===== src/rtl/sh_rgst_ctrl.sv =====
// Sequencer for the downstream sh_rgst: accepts a word, pulses ld once, then sh WIDTH times, then done.
// Define SH_RGST_CTRL_PREFETCH_EN to add a one-word holding buffer so back-to-back words skip IDLE.
module sh_rgst_ctrl #(
    parameter int unsigned WIDTH = 16,
    parameter logic        FILL  = 1'b0
) (
    input  logic             clk,
    input  logic             rst_b,
    input  logic [WIDTH-1:0] in_data,
    input  logic             in_valid,
    output logic             in_ready,
    output logic [WIDTH-1:0] d,
    output logic             ld,
    output logic             sh,
    output logic             sh_in,
    output logic             busy,
    output logic             done
);
    localparam int unsigned      CNT_W    = (WIDTH > 1) ? $clog2(WIDTH) : 1;
    localparam logic [CNT_W-1:0] CNT_LAST = CNT_W'(WIDTH - 1);

    typedef enum logic [1:0] {
        IDLE  = 2'd0,
        LOAD  = 2'd1,
        SHIFT = 2'd2,
        DONE  = 2'd3
    } state_t;

    state_t           state;
    state_t           state_nxt;
    logic [CNT_W-1:0] cnt;
    logic             accept;

`ifdef SH_RGST_CTRL_PREFETCH_EN
    logic             buf_full;
    logic [WIDTH-1:0] buf_data;
`endif

    assign accept = in_valid && in_ready;
    assign sh_in  = FILL;

    // NOTE: registers use <= so every flop samples pre-edge values; blocking assignments here would race.
    always_ff @(posedge clk or negedge rst_b) begin
        if (!rst_b) begin
            state <= IDLE;
        end else begin
            state <= state_nxt;
        end
    end

    // NOTE: state_nxt defaults to the current state first, so no path leaves it unassigned (no latch).
    always_comb begin
        state_nxt = state;
        case (state)
            IDLE:    if (accept) state_nxt = LOAD;
            LOAD:    state_nxt = SHIFT;
            SHIFT:   if (cnt == CNT_LAST) state_nxt = DONE;
            DONE: begin
`ifdef SH_RGST_CTRL_PREFETCH_EN
                state_nxt = (buf_full || accept) ? LOAD : IDLE;
`else
                state_nxt = IDLE;
`endif
            end
            default: state_nxt = IDLE;
        endcase
    end

    // Moore outputs; in_ready never looks at in_valid.
    always_comb begin
        ld   = (state == LOAD);
        sh   = (state == SHIFT);
        done = (state == DONE);
        busy = (state != IDLE);
`ifdef SH_RGST_CTRL_PREFETCH_EN
        in_ready = (state == IDLE) || (((state == SHIFT) || (state == DONE)) && !buf_full);
`else
        in_ready = (state == IDLE);
`endif
    end

    always_ff @(posedge clk or negedge rst_b) begin
        if (!rst_b) begin
            cnt <= '0;
        end else if (state == LOAD) begin
            cnt <= '0;
        end else if (state == SHIFT) begin
            cnt <= cnt + CNT_W'(1);
        end
    end

    // d only moves when a new word enters LOAD, so it stays stable across the whole shift.
    always_ff @(posedge clk or negedge rst_b) begin
        if (!rst_b) begin
            d <= '0;
        end else if ((state == IDLE) && accept) begin
            d <= in_data;
`ifdef SH_RGST_CTRL_PREFETCH_EN
        end else if ((state == DONE) && buf_full) begin
            d <= buf_data;
        end else if ((state == DONE) && accept) begin
            d <= in_data;
`endif
        end
    end

`ifdef SH_RGST_CTRL_PREFETCH_EN
    // A word accepted mid-shift waits here; one accepted in DONE goes straight to d instead.
    always_ff @(posedge clk or negedge rst_b) begin
        if (!rst_b) begin
            buf_full <= 1'b0;
            buf_data <= '0;
        end else if ((state == SHIFT) && accept) begin
            buf_full <= 1'b1;
            buf_data <= in_data;
        end else if ((state == DONE) && buf_full) begin
            buf_full <= 1'b0;
        end
    end
`endif

endmodule


===== config.mk =====
export PLATFORM = sky130hd
export DESIGN_NAME = sh_rgst_ctrl
export DESIGN_NICKNAME = d
export VERILOG_FILES = /design/src/rtl/sh_rgst_ctrl.sv
export SDC_FILE = /design/constraint.sdc
export NUM_CORES = 1
export LEC_CHECK = 0
export CAP_MARGIN = 40
export CORE_UTILIZATION = 40
export CTS_BUF_LIST = sky130_fd_sc_hd__clkbuf_8
export DETAILED_ROUTE_END_ITERATION = 12
export PLACE_DENSITY = 0.86
export SLEW_MARGIN = 20
export SYNTH_ARGS = -nofsm -noshare
export SYNTH_HDL_FRONTEND = slang
export SYNTH_SLANG_ARGS = --single-unit

===== constraint.sdc =====
create_clock -name clk -period 2.3 [get_ports clk]
set_input_delay 0.46 -clock clk [delete_from_list [all_inputs] [get_ports clk]]
set_output_delay 0.46 -clock clk [all_outputs]
set_load 0.02 [all_outputs]

==> out/qor.csv, run 1 <==
stage;metric;value;unit
outcome;status;complete, no violations;
synth;Synth Instances;69;
worst_setup_path;critical path arrival;1.70;ns
cts;hold_buf cts;0;
timing;Setup TNS;0;ns
timing;Slew Viols, Final;0;
global_route;Tot GR Track Use;16.8;%
worst_setup_path;crit-path cells;inv_1, ha_1, inv_1, clkdlybuf4s50_1;
layout;layout cells sized above 1;22.7;%
timing;skew final;0.00740;ns
timing;hold slack final;0.508;ns
global_route;vias in the first global route;674;
cts;H-tree levels;1;
timing;fin crit period;2.16;ns
worst_setup_path;kind of critical path;reg -> out;
synth;synth cell count leaders;dfrtp_1, mux2_4, mux2_2, inv_1, ha_1;
synth;Avg Cell Area, Syn;14.5;µm²
global_route;first-pass GRT wire length;3140;µm
layout;Finished Layout Cells;138;
layout;multi-input logic area;407;µm²
place;DP Worst Slack;0.416;ns
place;area of placed instances;1410;µm²
worst_setup_path;Critical Path Source Type;register;
synth;EDFF count, synth;0;
synth;Cell Area, Synth;1000;µm²
layout;final design area excluding fillers;1480;µm²
cts;CTS root buffer;clkbuf_8;
floorplan;Die H;52.1;µm
cts;worst skew pair latency;0.27;ns
synth;share of the synthesized area in the top cell type;54.9;%
layout;# fillers;179;
layout;layout overhead on the synthesized area;47.9;%
cts;Worst-path clk slew;0.08;ns
cts;clk sink count;22;
route;Antenna Violating Nets Remaining;0;
cts;setup bufs post-CTS;0;
worst_setup_path;Crit. End Element;primary output;
floorplan;Placement Rows;17;
timing;Fin. Hold Viols;0;
route;Via Count;658;
global_route;GR Overflow Total;0;
floorplan;I/O pins;41;
place;DP Wirelength;1570;µm
synth;Async SR Flop Fraction;100;%
floorplan;die area;2710;µm²
timing;setup violators final;0;
global_route;antenna violations before repair;0;
timing;unrepaired setup endpoints after global routing;no;
cts;clock buffer count from CTS;3;
floorplan;Initial Util;43.7;%
worst_setup_path;Crit path max-delay family;buffers and inverters;
place;dpl cells;134;
place;routability congestion estimate;0.722;
worst_setup_path;critical path required time;1.84;ns
synth;Distinct cells, synth;21;
synth;main area contributors after synthesis;dfrtp_1, mux2_4, mux2_2, ha_1, inv_1;
route;drt via density;4.77;
worst_setup_path;crit-path most repeated cell;inv_1;
cts;clock tree buffer depth;2;
synth;Seq cells post-synth;22;
route;Avg WL per Cell;15.3;µm
synth;Syn. warnings;0;
layout;nets@finish;135;
worst_setup_path;slowest CP cell;clkdlybuf4s50_1;
timing;fmax;462;MHz
floorplan;core region area;2300;µm²
global_route;largest net degree at the start of global routing;17;
worst_setup_path;CP peak stage delay;0.60;ns
cts;post_cts resized;0;
route;total wire length;2110;µm
synth;post-synthesis sequential area ratio;54.9;%
job;max cap viols;0;
min_path;HP Class;reg -> reg;
pwr;Lkg Pwr;0.000685;µW
timing;final worst slack;0.137;ns
layout;n_diodes;0;
pwr;Peak VDD IR;0.815;mV
floorplan;DIE WIDTH;52.1;µm
worst_setup_path;WP buf/inv;3;
route;drt first pass iters;4;
synth;cell taking the most area after synthesis;dfrtp_1;
worst_setup_path;critical path fanouts, max;4;
timing;final worst-path cycle share;94.0;%
route;DRC Markers;0;
layout;Sequential Area;551;µm²
timing;worst slew pin tran;0.711;ns
synth;Syn Nets;93;
cts;CTS tree;done;
pwr;power density over the cells;1590;nW/µm²
route;Starting DRT DRC Count;8;
place;I/O Buffers;39;
synth;Main synth FF type;dfrtp_1;
timing;Max transition margin;52.5;%
synth;most instantiated library cell after synthesis;dfrtp_1;
flip-flops by register name, summed over array words and instances, names as in the netlist:
signal / cells
d: 16
cnt: 4
state: 2
kinds of logic after synthesis:
family	after synthesis	synth area share, %
AOI/OAI and AO/OA	5	4.11
adders and majority gates	5	6.23
buffers and inverters	9	4.61
DFF	22	54.9
muxes	20	26.1
other	1	0.374
and+or+nand+nor	7	3.74
placed cells by master (no fill, tap or decap), types with 2 or more instances in the layout:
master           synthesis  layout
clkbuf_8                 0       3
clkdlybuf4s50_1          0      39
dfrtp_1                 22      22
ha_1                     5       5
inv_1                    6       6
mux2_2                   8       8
mux2_4                  10      10
nand3_1                  2       2
o22ai_1                  2       2
routing by layer:
metal	global-route usage, %	part of all wire (%)	vias to the layer above
met1	19.9	43	310
met5	0	0	-
met3	3.51	5.3	6
li1	-	-	314
met2	28.6	50	28
met4	8.11	2.1	0
worst paths after layout:
check	endpoint	slack, ns	start	cells past startpoint
max	busy	0.14	state[0]	4
min	d[2]	0.51	d[2]	1
max reg2reg	d[0]	0.66	state[0]	4
min reg2reg	d[2]	0.51	d[2]	1
max in group asynchronous	state[0]	1.09	rst_b	2
min in group asynchronous	d[13]	0.61	rst_b	1
power breakdown:
part	switching [µW]	internal, µW
clock	133	233
sequential	120	590
combinational	586	706
total	838	1530
final cells by class:
cell class | instances | area share (%)
well taps | 28 | 2.36
clock buffers | 3 | 2.78
multi-input cells | 38 | 27.4
inverters | 6 | 1.52
repair buffers | 40 | 26.8
clock inverters | 1 | 2.02
flip-flops and latches | 22 | 37.1
metrics by stage:
| step | power (µW) | utilization [%] |
|---|---|---|
| final | 2370 | 64.6 |
| after global routing | 2500 | 64.6 |
| after CTS | 2390 | 64.6 |
| after detailed placement | 2010 | 61.5 |
| after global placement | 1950 | 61.5 |
| after floorplan | 1500 | - |
No activity file was read; power rests on OpenSTA's default activity.
==> inputs of run 2 (changes only) <==
--- a/config.mk
+++ b/config.mk
@@ -9,6 +9,7 @@
 export CORE_UTILIZATION = 40
 export CTS_BUF_LIST = sky130_fd_sc_hd__clkbuf_8
 export DETAILED_ROUTE_END_ITERATION = 12
+export GPL_TIMING_DRIVEN = 0
 export PLACE_DENSITY = 0.86
 export SLEW_MARGIN = 20
 export SYNTH_ARGS = -nofsm -noshare
==> run 2 against run 1 <==
Clock skew hardly changed. Total power hardly changed. Non-clock buffer count is 3 higher. Die area stayed put. Core utilization is 1.4 points higher. Clock power is 2% lower. Cell area is 2.1% higher. Register-to-register slack better by 0.10 ns. Count of clock-buffer cells in the layout stayed put. Hold slack worse by 0.025 ns. First-iteration DRC count is 25% lower.
==> out/qor.csv, run 2 (same netlist as run 1, synthesis figures left out) <==
stage;metric;value;unit
outcome;status;complete, no violations;
floorplan;die area;2710;µm²
floorplan;DIE WIDTH;52.1;µm
worst_setup_path;Critical Path Source Type;register;
route;drt first pass iters;4;
layout;# fillers;174;
route;Antenna Violating Nets Remaining;0;
timing;unrepaired setup endpoints after global routing;no;
pwr;Peak VDD IR;0.893;mV
global_route;vias in the first global route;687;
layout;Most flops, register;d;
timing;Fin. Hold Viols;0;
layout;nets@finish;138;
timing;Setup TNS;0;ns
cts;hold_buf cts;0;
floorplan;core region area;2300;µm²
timing;Slew Viols, Final;0;
layout;multi-input logic area;407;µm²
route;drt via density;4.87;
cts;clk sink count;22;
route;total wire length;2050;µm
global_route;GR Overflow Total;0;
global_route;Tot GR Track Use;17.1;%
timing;final worst-path cycle share;94.4;%
cts;worst skew pair latency;0.26;ns
cts;Worst-path clk slew;0.08;ns
floorplan;Placement Rows;17;
floorplan;Die H;52.1;µm
cts;H-tree levels;1;
worst_setup_path;critical path arrival;1.71;ns
layout;layout cells sized above 1;24.8;%
timing;skew final;0.00690;ns
place;I/O Buffers;39;
timing;setup violators final;0;
timing;fin crit period;2.17;ns
layout;commonest non-fill, non-tap cells in the layout;clkdlybuf4s50_1, dfrtp_1, mux2_4;
global_route;first-pass GRT wire length;3240;µm
place;routability congestion estimate;0.717;
worst_setup_path;critical path required time;1.84;ns
place;DP Wirelength;1550;µm
layout;max FFs per register;16;
layout;n_diodes;0;
layout;Sequential Area;551;µm²
min_path;HP Class;in -> async;
timing;hold slack final;0.482;ns
floorplan;I/O pins;41;
route;Via Count;686;
route;DRC Markers;0;
floorplan;Initial Util;43.7;%
cts;CTS root buffer;clkbuf_8;
layout;commonest non-fill, non-tap cell in the layout;clkdlybuf4s50_1;
global_route;largest net degree at the start of global routing;16;
worst_setup_path;Crit. End Element;primary output;
route;Starting DRT DRC Count;6;
worst_setup_path;critical path fanouts, max;4;
job;max cap viols;0;
global_route;antenna violations before repair;0;
pwr;Lkg Pwr;0.000703;µW
cts;clock tree buffer depth;2;
pwr;power density over the cells;1560;nW/µm²
cts;CTS tree;done;
cts;clock buffer count from CTS;3;
cts;post_cts resized;0;
cts;setup bufs post-CTS;0;
worst_setup_path;kind of critical path;reg -> out;
timing;fmax;461;MHz
layout;layout overhead on the synthesized area;51.0;%
layout;Regs by FF count;d (16), cnt (4), state (2);
route;Avg WL per Cell;14.5;µm
-- run 2: cell type report --
cell class | instances | share of cell area (%)
Multi-Input combinational cell | 38 | 26.8
Tap cell | 28 | 2.31
Clock buffer | 3 | 2.73
Inverter | 6 | 1.49
Sequential cell | 22 | 36.3
Timing Repair Buffer | 40 | 26.8
Clock inverter | 1 | 1.98
Buffer | 3 | 1.57
-- run 2: path summary, 6_finish.rpt --
path	from	to	slack, ns	cells past startpoint
max in group asynchronous	rst_b	state[0]	1.38	2
max	state[0]	busy	0.13	4
min reg2reg	d[0]	d[0]	0.51	1
min in group clk	d[0]	d[0]	0.51	1
max reg2reg	state[0]	d[11]	0.76	5
min	rst_b	d[13]	0.48	1
-- run 2: layer usage --
layer,part of all wire (%),up-vias,wire length (µm),track usage (%)
met3,7.1,5,145,3.80
met4,2.4,0,49,9.46
met2,47,29,968,27.4
li1,-,319,-,-
met5,0,-,0,0
met1,43,333,884,21.3
-- run 2: per-stage QoR --
step | area [µm²] | utilization, % | instances | total power [µW] | worst slack, ns
3_3_place_gp | 1430 | 62.2 | 136 | 1970 | 0.427
3_5_place_dp | 1440 | 62.9 | 137 | 2030 | 0.399
5_1_grt | 1520 | 66.0 | 141 | 2520 | 0.0390
6_report | 1520 | 66.0 | 141 | 2370 | 0.130
2_1_floorplan | 1000 | - | 69 | 1500 | 0.690
4_1_cts | 1520 | 66.0 | 141 | 2400 | 0.109
-- run 2: power by group --
part,switching [µW],internal [µW]
Sequential,122,591
Combinational,581,717
Clock,126,232
Total,829,1540
-- run 2: critical path: stages, from the launching register on --
cell and delay (ns):
dfrtp_1 0.40, inv_1 0.08, ha_1 0.25, inv_1 0.10, clkdlybuf4s50_1 0.62
==> edit, RTL diff (settings of run 2) <==
The parameter `WIDTH` goes from 16 to 8.
--- a/src/rtl/sh_rgst_ctrl.sv
+++ b/src/rtl/sh_rgst_ctrl.sv
@@ -3,3 +3,3 @@
 module sh_rgst_ctrl #(
-    parameter int unsigned WIDTH = 16,
+    parameter int unsigned WIDTH = 8,
     parameter logic        FILL  = 1'b0
Ports: changed (resized d and in_data); port bits go from 41 to 25. The function was not compared with the original's and may differ.
==> edit against run 2 <==
Worst setup slack better by 0.057 ns. Sequential cell count down 9. Sequential share of layout area down 0.37 points. Power down 40%. Synthesized cell count down 35%. Routed wire length down 35%. Final area down 40%. Maximum frequency up 2.7%. Via count down 35%. Die area down 38%. Area after synthesis down 39%. Combinational power down 38%. Count of clock-buffer cells in the layout unchanged. Highest routed layer unchanged.
==> edit: results (changes against run 2) <==
| Metric | Value |
|---|---|
| Clk buf depth | `2 (unchanged)` |
| Initial antenna violation count | `0 (unchanged)` |
| Largest net degree at the start of global routing | `14 (was 16)` |
| Worst skew pair latency | `0.24 ns (was 0.26 ns)` |
| Worst path max stage delay | `0.59 ns (was 0.62 ns)` |
| Post-Place Cells | `83 (was 137)` |
| RePlAce Congestion | `0.699 (was 0.717)` |
| Synth area leaders | `dfrtp_1, mux2_2, ha_1, inv_1, a2bb2oi_2 (was dfrtp_1, mux2_4, mux2_2, ha_1, inv_1)` |
| Placed Area | `860 um^2 (was 1440 um^2)` |
| Final nets | `90 (was 138)` |
| Synth cell count leaders | `dfrtp_1, mux2_2, ha_1, inv_1 (was dfrtp_1, mux2_4, mux2_2, inv_1, ha_1)` |
| First-pass GRT wire length | `1820 um (was 3240 um)` |
| Reg-to-reg endpoint | `d[5]$_DFFE_PN0P_ (was d[11]$_DFFE_PN0P_)` |
| Kind of cell adding the most delay to the critical path | `buffers and inverters (unchanged)` |
| Via-to-Cell Ratio | `5.09 (was 4.87)` |
| Fin Hold WS | `0.507 ns (was 0.482 ns)` |
| Initial DRC Count | `1 (was 6)` |
| Biggest regs | `d (8), cnt (3), state (2) (was d (16), cnt (4), state (2))` |
| Leak pwr | `0.412 nW (was 0.703 nW)` |
| Reg2reg path depth | `4 (was 5)` |
| Vias in the first global route | `409 (was 687)` |
| Seq/Total Area, Yosys | `53.3% (was 54.9%)` |
| Post-Synth Adder-Cell Area | `12.3% (was 6.23%)` |
| Outcome | `finished clean (unchanged)` |
| Compound-Gate Fraction of Synth Area | `5.74% (was 4.11%)` |
| Worst-path clk slew | `0.05 ns (was 0.08 ns)` |
| HPWL after detailed placement | `977 um (was 1550 um)` |
| Hold Path Class | `reg -> reg (was in -> async)` |
| Post-synthesis cell count | `45 (was 69)` |
| WP data arrival | `1.65 ns (was 1.71 ns)` |
| Gr usage total | `18.2% (was 17.1%)` |
| VDD IR max | `0.949 mV (was 0.893 mV)` |
| Port bufs | `23 (was 39)` |
| Syn nets | `62 (was 93)` |
| CTS root buffer | `clkbuf_8 (unchanged)` |
| Wire length per cell | `15.2 um (was 14.5 um)` |
| Layout Cells excl Fill | `87 (was 141)` |
| Distinct cells, synth | `14 (was 21)` |
| Layout Skew | `0.000586 ns (was 0.00690 ns)` |
| Worst slack, placed | `0.431 ns (was 0.399 ns)` |
edit: final cells by class:
type	instances	area (um^2)
fill	119	462
sequential	13	325
multi-input combinational	25	255
timing repair buffer	23	230
clock buffer	3	41.3
inverter	6	22.5
tap	15	18.8
buffer	1	7.51
clock inverter	1	3.75
edit: cells by family after synthesis:
| group | Yosys count |
|---|---|
| and+or+nand+nor | 4 |
| buffers and inverters | 7 |
| other | 1 |
| AOI/OAI and AO/OA | 4 |
| DFF | 13 |
| muxes | 10 |
| adders and majority gates | 6 |
edit: metal layers:
| metal | up-vias | track usage [%] | wire (um) |
|---|---|---|---|
| met4 | 0 | 10.0 | 22 |
| met5 | - | 0 | 0 |
| met1 | 220 | 18.2 | 476 |
| met3 | 4 | 6.52 | 53 |
| li1 | 205 | - | - |
| met2 | 14 | 32.0 | 771 |
edit: worst max path at each step:
stage,slack (ns),endpoint,cells after the start,start
6_report,0.19,busy,4,state[0]$_DFFE_PN0P_
4_1_cts,0.17,busy,4,state[0]$_DFFE_PN0P_
3_3_place_gp,0.47,busy,4,state[0]$_DFFE_PN0P_
5_1_grt,0.08,busy,4,state[0]$_DFFE_PN0P_
2_1_floorplan,0.77,state[1]$_DFFE_PN0P_,5,state[0]$_DFFE_PN0P_
3_5_place_dp,0.43,busy,4,state[0]$_DFFE_PN0P_
edit: report_power, final:
| part | internal, mW | total, mW | switching (mW) |
|---|---|---|---|
| registers | 0.348 | 0.423 | 0.0748 |
| clock network | 0.117 | 0.192 | 0.0745 |
| logic | 0.429 | 0.811 | 0.383 |
| total | 0.894 | 1.43 | 0.532 |
